`src/rtl/nand_loader_pkg.sv`:
```
// Shared types and constants for the nand_cpu byte-stream boot/debug loader.
package nand_loader_pkg;

  typedef enum logic [3:0] {
    S_IDLE      = 4'd0,
    S_ADDR      = 4'd1,
    S_LEN       = 4'd2,
    S_DATA      = 4'd3,
    S_RD_REQ    = 4'd4,
    S_RD_WAIT   = 4'd5,
    S_TX        = 4'd6,
    S_RUN_START = 4'd7,
    S_RUN_WAIT  = 4'd8,
    S_ACK       = 4'd9
  } state_t;

  localparam logic [7:0] CMD_WR_I = 8'h01;
  localparam logic [7:0] CMD_WR_D = 8'h02;
  localparam logic [7:0] CMD_RD_D = 8'h03;
  localparam logic [7:0] CMD_RUN  = 8'h04;

  localparam logic [7:0] ST_OK      = 8'hA5;
  localparam logic [7:0] ST_BADCMD  = 8'hEE;
  localparam logic [7:0] ST_TIMEOUT = 8'hE7;

  // A length byte of zero encodes a full 256-byte burst.
  function automatic logic [8:0] burst_len(input logic [7:0] len_byte);
    return (len_byte == 8'h00) ? 9'd256 : {1'b0, len_byte};
  endfunction

endpackage

```
`src/rtl/loader_tx_reg.sv`:
```
// One-entry holding register for the loader's return byte channel.
module loader_tx_reg (
  input  logic       clk,
  input  logic       n_rst,
  input  logic       load,
  input  logic [7:0] din,
  output logic       valid,
  input  logic       ready,
  output logic [7:0] dout
);

  always_ff @(posedge clk or negedge n_rst) begin
    if (!n_rst) begin
      valid <= 1'b0;
      dout  <= 8'h00;
    end else if (load) begin
      valid <= 1'b1;
      dout  <= din;
    end else if (valid && ready) begin
      valid <= 1'b0;
    end
  end

endmodule

```
`src/rtl/nand_mem_loader.sv`:
```
// Host byte-stream loader for nand_cpu: fills I_MEM/D_MEM, runs the CPU until halt, reads D_MEM back.
// Optional RUN watchdog enabled by defining LOADER_TIMEOUT_EN.
module nand_mem_loader
  import nand_loader_pkg::*;
#(
  parameter int I_ADDR_W = 8,
  parameter int D_ADDR_W = 8,
  parameter int TIMEOUT  = 4096
) (
  input  logic                clk,
  input  logic                n_rst,
  input  logic                rx_valid,
  input  logic [7:0]          rx_data,
  output logic                rx_ready,
  output logic                tx_valid,
  output logic [7:0]          tx_data,
  input  logic                tx_ready,
  output logic                cpu_n_rst,
  input  logic                cpu_halt,
  output logic                mem_owner,
  output logic                imem_we,
  output logic [I_ADDR_W-1:0] imem_addr,
  output logic [7:0]          imem_wdata,
  output logic                dmem_we,
  output logic [D_ADDR_W-1:0] dmem_addr,
  output logic [7:0]          dmem_wdata,
  input  logic [7:0]          dmem_rdata
);

  localparam int AW = (I_ADDR_W > D_ADDR_W) ? I_ADDR_W : D_ADDR_W;

  if (TIMEOUT < 1) begin : g_bad_timeout
    $error("nand_mem_loader: TIMEOUT must be at least 1");
  end

  state_t        state, state_nxt;
  logic          live;
  logic [7:0]    cmd;
  logic [AW-1:0] addr;
  logic [8:0]    cnt;
  logic          rx_fire, tx_fire;
  logic          tx_load;
  logic [7:0]    tx_din;
  logic          run_end;

  assign rx_fire = rx_valid && rx_ready;
  assign tx_fire = tx_valid && tx_ready;

  // live keeps rx_ready low while reset is asserted even though the state reads IDLE
  assign rx_ready = live && !tx_valid &&
                    (state == S_IDLE || state == S_ADDR || state == S_LEN || state == S_DATA);

`ifdef LOADER_TIMEOUT_EN
  logic [31:0] wd_cnt;
  logic        wd_expired;

  assign wd_expired = (wd_cnt == 32'(TIMEOUT - 1));

  always_ff @(posedge clk or negedge n_rst) begin
    if (!n_rst)                  wd_cnt <= 32'd0;
    else if (state == S_RUN_WAIT) wd_cnt <= wd_cnt + 32'd1;
    else                         wd_cnt <= 32'd0;
  end
`endif

  always_ff @(posedge clk or negedge n_rst) begin
    if (!n_rst) state <= S_IDLE;
    else        state <= state_nxt;
  end

  always_comb begin
    state_nxt = state;
    tx_load   = 1'b0;
    tx_din    = 8'h00;
    run_end   = 1'b0;
    case (state)
      S_IDLE: begin
        if (rx_fire) begin
          case (rx_data)
            CMD_WR_I, CMD_WR_D, CMD_RD_D: state_nxt = S_ADDR;
            CMD_RUN:                      state_nxt = S_RUN_START;
            default: begin
              tx_load   = 1'b1;
              tx_din    = ST_BADCMD;
              state_nxt = S_ACK;
            end
          endcase
        end
      end
      S_ADDR: if (rx_fire) state_nxt = S_LEN;
      S_LEN:  if (rx_fire) state_nxt = (cmd == CMD_RD_D) ? S_RD_REQ : S_DATA;
      S_DATA: begin
        if (rx_fire && cnt == 9'd1) begin
          tx_load   = 1'b1;
          tx_din    = ST_OK;
          state_nxt = S_ACK;
        end
      end
      S_RD_REQ: state_nxt = S_RD_WAIT;
      S_RD_WAIT: begin
        tx_load   = 1'b1;
        tx_din    = dmem_rdata;
        state_nxt = S_TX;
      end
      S_TX: if (tx_fire) state_nxt = (cnt == 9'd0) ? S_IDLE : S_RD_REQ;
      // halt seen here would be the pre-release value, so it is skipped
      S_RUN_START: state_nxt = S_RUN_WAIT;
      S_RUN_WAIT: begin
        if (cpu_halt) begin
          tx_load   = 1'b1;
          tx_din    = ST_OK;
          run_end   = 1'b1;
          state_nxt = S_ACK;
        end
`ifdef LOADER_TIMEOUT_EN
        else if (wd_expired) begin
          tx_load   = 1'b1;
          tx_din    = ST_TIMEOUT;
          run_end   = 1'b1;
          state_nxt = S_ACK;
        end
`endif
      end
      S_ACK:   if (tx_fire) state_nxt = S_IDLE;
      default: state_nxt = S_IDLE;
    endcase
  end

  always_ff @(posedge clk or negedge n_rst) begin
    if (!n_rst) begin
      live       <= 1'b0;
      cmd        <= 8'h00;
      addr       <= '0;
      cnt        <= 9'd0;
      cpu_n_rst  <= 1'b0;
      mem_owner  <= 1'b1;
      imem_we    <= 1'b0;
      imem_addr  <= '0;
      imem_wdata <= 8'h00;
      dmem_we    <= 1'b0;
      dmem_addr  <= '0;
      dmem_wdata <= 8'h00;
    end else begin
      live    <= 1'b1;
      imem_we <= 1'b0;
      dmem_we <= 1'b0;
      case (state)
        S_IDLE: begin
          if (rx_fire) begin
            cmd <= rx_data;
            if (rx_data == CMD_RUN) begin
              cpu_n_rst <= 1'b1;
              mem_owner <= 1'b0;
            end
          end
        end
        S_ADDR: if (rx_fire) addr <= AW'(rx_data);
        S_LEN: begin
          if (rx_fire) begin
            cnt <= burst_len(rx_data);
            if (cmd == CMD_RD_D) dmem_addr <= addr[D_ADDR_W-1:0];
          end
        end
        // write strobe lands one cycle after the byte is taken, then the address advances
        S_DATA: begin
          if (rx_fire) begin
            if (cmd == CMD_WR_I) begin
              imem_we    <= 1'b1;
              imem_addr  <= addr[I_ADDR_W-1:0];
              imem_wdata <= rx_data;
            end else begin
              dmem_we    <= 1'b1;
              dmem_addr  <= addr[D_ADDR_W-1:0];
              dmem_wdata <= rx_data;
            end
            addr <= addr + AW'(1);
            cnt  <= cnt - 9'd1;
          end
        end
        S_RD_WAIT: begin
          addr <= addr + AW'(1);
          cnt  <= cnt - 9'd1;
        end
        S_TX: if (tx_fire && cnt != 9'd0) dmem_addr <= addr[D_ADDR_W-1:0];
        S_RUN_WAIT: begin
          if (run_end) begin
            cpu_n_rst <= 1'b0;
            mem_owner <= 1'b1;
          end
        end
        default: ;
      endcase
    end
  end

  loader_tx_reg u_tx (
    .clk   (clk),
    .n_rst (n_rst),
    .load  (tx_load),
    .din   (tx_din),
    .valid (tx_valid),
    .ready (tx_ready),
    .dout  (tx_data)
  );

endmodule

```
`config.mk`:
```
export PLATFORM = sky130hd
export DESIGN_NAME = nand_mem_loader
export DESIGN_NICKNAME = d
export VERILOG_FILES = /design/src/rtl/nand_loader_pkg.sv /design/src/rtl/loader_tx_reg.sv /design/src/rtl/nand_mem_loader.sv
export SDC_FILE = /design/constraint.sdc
export NUM_CORES = 1
export LEC_CHECK = 0
export ABC_CLOCK_PERIOD_IN_PS = 2210
export CORE_AREA = 2 2 127 129
export CTS_BUF_LIST = sky130_fd_sc_hd__clkbuf_8 sky130_fd_sc_hd__clkbuf_16
export CTS_CLUSTER_SIZE = 30
export DETAILED_ROUTE_END_ITERATION = 12
export DIE_AREA = 0 0 129 131
export PLACE_DENSITY_LB_ADDON = 0.1
export SKIP_LAST_GASP = 1
export SYNTH_ARGS = -nofsm -noshare
export SYNTH_HDL_FRONTEND = slang
export SYNTH_HIERARCHICAL = 1
export SYNTH_SLANG_ARGS = --single-unit
```
`constraint.sdc`:
```
create_clock -name clk -period 2.21 [get_ports clk]
set_clock_uncertainty 0.1 [all_clocks]
set_input_delay 0.3315 -clock clk [delete_from_list [all_inputs] [get_ports clk]]
set_output_delay 0.3315 -clock clk [all_outputs]
set_load 0.005 [all_outputs]
```
# After elaboration in Yosys (flattened, before gate mapping)
# Index checks and enable logic that the tools add are counted.
# W data, S select, Z words.
[op_classes] n_eq_ne=29 reduce_logical=29 addsub=2 n_mux=51 n_bitwise=1
[op_table] op="$mux W8" count=11
[op_table] op="$pmux W8 S3" count=2
[op_table] op="$pmux W4 S10" count=1
[op_table] op="$pmux W8 S4" count=1
[op_table] op="$mux W4" count=7
[op_table] op="$mux W9" count=3
[op_table] op="$pmux W9 S3" count=1
[op_table] op="$eq A8 B2 Y1 const B" count=3
[op_table] op="$ne A2 B2 Y1 const B" count=10
[op_table] op="$mux W1" count=19
[op_table] op="$eq A4 B3 Y1 const B" count=4
[op_table] op="$eq A8 B1 Y1 const B" count=2
[op_table] op="$reduce_and A3 Y1" count=4
[op_table] op="$eq A9 B1 Y1 const B" count=1
[op_table] op="$logic_not A9 Y1" count=1
[op_table] op="$reduce_bool A3 Y1" count=3
[op_table] op="$reduce_bool A9 Y1" count=1
[op_table] op="$sub A9 B1 Y9 const B" count=1
[op_table] op="$add A8 B1 Y8 const B" count=1
[op_table] op="$eq A4 B2 Y1 const B" count=2
[op_table] op="$eq A4 B4 Y1 const B" count=2
[op_table] op="$eq A8 B3 Y1 const B" count=1
[op_table] op="$logic_not A8 Y1" count=1
[op_table] op="$pmux W4 S2" count=1
[op_table] op="other kinds (17)" count=29
[word_totals] elab_cells=127 input_bits=21 out_inout_bits=46 reg_bits=75

# Depth between registers and ports, before layout
[logic_depth] ltp_word=10 mapped_depth=9 mapped_depth_nobuf=7

# Modules after synthesis
# Netlist, hierarchy kept.
[modules_own_cells] mod="nand_mem_loader" n_inst=1 area_per_inst_um2=3567.2 cells_each=320 seq_area_each_um2=1652.8
[modules_own_cells] mod="loader_tx_reg" n_inst=1 area_per_inst_um2=369.1 cells_each=20 seq_area_each_um2=225.2

# Worst setup path before layout
# Ideal clock, no wire load.
[synth_path] kind="reg-to-reg" from="register state[1]" to="register u_tx.dout[0]" arrival_ns=1.996 n_path_buf=4 slack_ns=-0.012 t_required_ns=1.985 period_less_slack_ns=2.222 path_stages_with_launch=10 setup_time_ns=0.125 cell_sequence="dfrtp_1 -> buf_2 -> clkbuf_8 -> nor2_1 -> nand3_2 -> or2_2 -> clkbuf_1 -> nand3_1 -> buf_6 -> mux2_4"
[synth_via] elab_chain_len=9 word_cells_on_any_way=18 cone_classes="eq/ne: 5; mux: 6; reduce/logical: 7"
[synth_lines] item="start: declaration" line="nand_mem_loader.sv:36" source="state_t state, state_nxt;"
[synth_lines] item="start signal: assignment" line="nand_mem_loader.sv:68" source="else state <= state_nxt;"
[synth_lines] item="$eq A4 B1 Y1 / $logic_not A4 Y1 (equally long branches)" line="nand_mem_loader.sv:51, nand_mem_loader.sv:76"
[synth_lines] item="$logic_or A1 B1 Y1 (3 in series)" line="nand_mem_loader.sv:51" source="(state == S_IDLE || state == S_ADDR || state == S_LEN || state == S_DATA);"
[synth_lines] item="$logic_and A1 B1 Y1" line="nand_mem_loader.sv:50" source="assign rx_ready = live && !tx_valid &&"
[synth_lines] item="$logic_and A1 B1 Y1" line="nand_mem_loader.sv:46" source="assign rx_fire = rx_valid && rx_ready;"
[synth_lines] item="$logic_and A1 B1 Y1" line="nand_mem_loader.sv:93" source="if (rx_fire && cnt == 9'd1) begin"
[synth_lines] item="$mux W1" line="nand_mem_loader.sv:93"
[synth_lines] item="$pmux W1 S4 *" line="nand_mem_loader.sv:76" source="case (state)"
[synth_lines] item="net tx_load" line="nand_mem_loader.sv:42" source="logic tx_load;"
[synth_lines] item="end signal: assignment" line="loader_tx_reg.sv:18" source="dout <= din;"
[synth_lines] item="end: declaration" line="loader_tx_reg.sv:9" source="output logic [7:0] dout"
# Mark *: on every way through the listed nets, which the timed path passes. The rest lies on a longest branch.
# A chain may end at the register's enable or synchronous reset.

# Final worst setup path
[layout_path] from="register cnt[0]" to="register dmem_addr[1]"
[layout_via] elab_chain_len=4
[layout_lines] item="start: declaration" line="nand_mem_loader.sv:40" source="logic [8:0] cnt;"
[layout_lines] item="start signal: assignment" line="nand_mem_loader.sv:160" source="cnt <= burst_len(rx_data);"
[layout_lines] item="start signal: assignment" line="nand_mem_loader.sv:177" source="cnt <= cnt - 9'd1;"
[layout_lines] item="start signal: assignment" line="nand_mem_loader.sv:182" source="cnt <= cnt - 9'd1;"
[layout_lines] item="$reduce_bool A9 Y1" line="nand_mem_loader.sv:184" source="S_TX: if (tx_fire && cnt != 9'd0) dmem_addr <= addr[D_ADDR_W-1:0];"
[layout_lines] item="$logic_and A1 B1 Y1" line="nand_mem_loader.sv:184"
[layout_lines] item="$ne A2 B2 Y1 (no source line)"
[layout_lines] item="$reduce_and A6 Y1 (no source line)"
[layout_lines] item="end signal: assignment" line="nand_mem_loader.sv:161" source="if (cmd == CMD_RD_D) dmem_addr <= addr[D_ADDR_W-1:0];"
[layout_lines] item="end signal: assignment" line="nand_mem_loader.sv:173" source="dmem_addr <= addr[D_ADDR_W-1:0];"
[layout_lines] item="end signal: assignment" line="nand_mem_loader.sv:184"
[layout_lines] item="end: declaration" line="nand_mem_loader.sv:25" source="output logic [D_ADDR_W-1:0] dmem_addr,"
# No other way between the ends.

==> metrics.txt <==
status=finished clean; CP max-delay cell=or4b_4; area grow syn2layout=41.0%; post-synthesis register bit count=75; Fin. Hold Viols=0; cells along the critical path=inv_2 -> ha_4 -> or4b_4 -> o211ai_1 -> nand3_2 -> buf_8 -> mux2_2; final worst slack=0.0484 ns; Max Clk Rate=463 MHz; DRC Markers=0; die area=16900 um^2; Post-Syn Nets=365; crit path launch type=register; hold crit path type=input port to async pin; initial core utilization=0.252; multi-input logic area=1940 um^2; htree depth=3; synth warn=6; Routed Wire Length=10900 um; largest net degree at the start of global routing=32; CTS tree=done; VDD IR max=0.619 mV; post-DR vias/cell=4.64; Clock transition at path regs=0.06 ns; CTS root buf=clkbuf_16; Synth top area share=0.470; Post-synth EDFFs=0; element type at the critical path end=register; clock buffer depth=2; Leak=2.46 nW; setup violators final=0; diode count=0; Min Clock Period, post-route=2.16 ns; vias in the first global route=3270; # port buffers=66; crit-path max FO=8; synthesized area=3940 um^2; Skew-Pair Late Insertion Delay=0.34 ns; pre-CTS setup slack=-0.403 ns; Routed WL per cell=16.3 um; first-pass GRT wire length=17500 um; Synth area leader=dfrtp_1; WS Path Type=register to register; # IOs=67; Reg area=1880 um^2; ANT nets after route=0; max-cap violations=0; gr usage total=0.136; synth unique cells=65; drt pass-1 iters=4; RSZ-0062 raised after global routing=yes; Die Width=129 um; relative slew slack=0.654; core area=15600 um^2; Vias=3108; fraction of layout cells with a size suffix above 1=0.328; async set-reset flop share out of synthesis=1.00; WHS=0.381 ns; CTS sink cnt=75; Post-Syn Area per Cell=11.6 um^2; crit share post-route=0.978; Final #Nets=474; Synth Flop Type=dfrtp_1; Pwr Density=1190 nW/um^2; Post-DP HPWL=7810 um; register area share after synthesis=0.477; fill cell count=1564; Area contributors post-synth=dfrtp_1 47%, mux2_2 9.2%, mux2_4 6.5%; commonest cells after routing, fill and taps aside=74 x dfrtp_1, 63 x clkdlybuf4s50_1, 49 x buf_4, 32 x mux2_2, 18 x nand2_1; DR iter-0 viols=163; max incr delay on CP=0.45 ns; required time of the critical path=2.34 ns; Die Y-Extent=131 um; Cells after Synth=340; most common cell after layout, fill and taps aside=dfrtp_1; initial antenna violation count=0; Slew @ Worst Pin=0.515 ns; CTS Buf Count=9; Slew Viols, Final=0; Critical Path AT=2.29 ns; RePlAce Congestion=0.783; total grt overflow=0; row count=46
-- cells in the mapped netlist (7+ instances only) --
cell type / instances
a21oi_1: 9
a31oi_1: 7
clkbuf_1: 8
dfrtp_1: 74
inv_1: 13
mux2_2: 32
mux2_4: 17
nand2_1: 18
nand3_1: 8
nor3_1: 10
o21ai_0: 12
-- registers in the layout, summed over array words and instances (netlist names) --
register    flops
addr            8
cmd             8
cnt             9
cpu_n_rst       1
dmem_addr       8
dmem_wdata      8
dmem_we         1
imem_addr       8
imem_wdata      8
imem_we         1
live            1
mem_owner       1
state           4
u_tx/dout       8
u_tx/valid      1
-- critical path, delay by kind of cell (launching register included) --
family	cells	cell delay, ns
simple gates	2	0.61
flops	1	0.40
compound gates	1	0.27
mux	1	0.27
fa+ha+maj	1	0.13
buf+inv	2	0.26
-- routing by layer --
metal	up-vias	routed length, um	global-route usage
met4	0	110	0.0396
met2	58	5170	0.221
met3	6	428	0.0428
li1	1503	-	-
met1	1541	5200	0.175
met5	-	0	0
-- final timing paths --
kind | from | to | slack, ns | depth (start not counted)
setup / recovery | cnt[0] | dmem_addr[1] | 0.05 | 7
hold / removal | n_rst | imem_wdata[2] | 0.38 | 2
setup reg to reg | cnt[0] | dmem_addr[1] | 0.05 | 7
hold reg to reg | mem_owner | mem_owner | 0.40 | 2
max in group asynchronous | n_rst | addr[1] | 1.05 | 3
min in group clk | rx_data[5] | imem_wdata[5] | 0.38 | 3
-- metrics by stage --
stage	instances	setup TNS [ns]	power, W	cell area, um^2	util
floorplan	340	0	0.00371	3940	-
detailed placement	651	-4.63	0.00489	5100	0.327
global route	670	-0.320	0.00705	5550	0.356
global placement	651	-4.99	0.00488	5100	0.327
CTS	668	0	0.00659	5460	0.350
finish	670	0	0.00658	5550	0.356
-- final cells by class --
| cell class | count | area share |
|---|---|---|
| Multi-Input combinational cell | 232 | 0.350 |
| Sequential cell | 75 | 0.338 |
| Timing Repair Buffer | 118 | 0.195 |
| Tap cell | 216 | 0.0487 |
| Clock buffer | 10 | 0.0431 |
| Clock inverter | 6 | 0.0160 |
| Inverter | 13 | 0.00879 |
-- cells by family (layout without fill, tap and decap cells) --
logic type               Yosys count  after routing  synth area share
flip-flops                        75             75             0.477
adder cells (fa/ha/maj)            4              4            0.0127
AND/OR/NAND/NOR                  100            100             0.158
buffers and inverters             33            147            0.0521
AO/OA/AOI/OAI                     74             74             0.133
other                              1              1          0.000953
multiplexers                      51             51             0.161
XOR/XNOR                           2              2           0.00445
-- where the power goes --
group          total [W]  internal (W)  switching, W
combinational    0.00270       0.00150       0.00119
sequential       0.00227       0.00185      0.000412
clock            0.00162       0.00102      0.000601
total            0.00658       0.00438       0.00221
-- what timing repair did --
action | 4_1_cts | 5_1_grt
resized for setup | 5 | 20
hold endpoints to repair | 27 | 0
endpoints found under the setup margin | 11 | 23
hold buffers | 1 | 0
pin swaps | 1 | 5
cloned | 0 | 1
setup buffers | 0 | 1
Power figures use the tool's default switching activity.
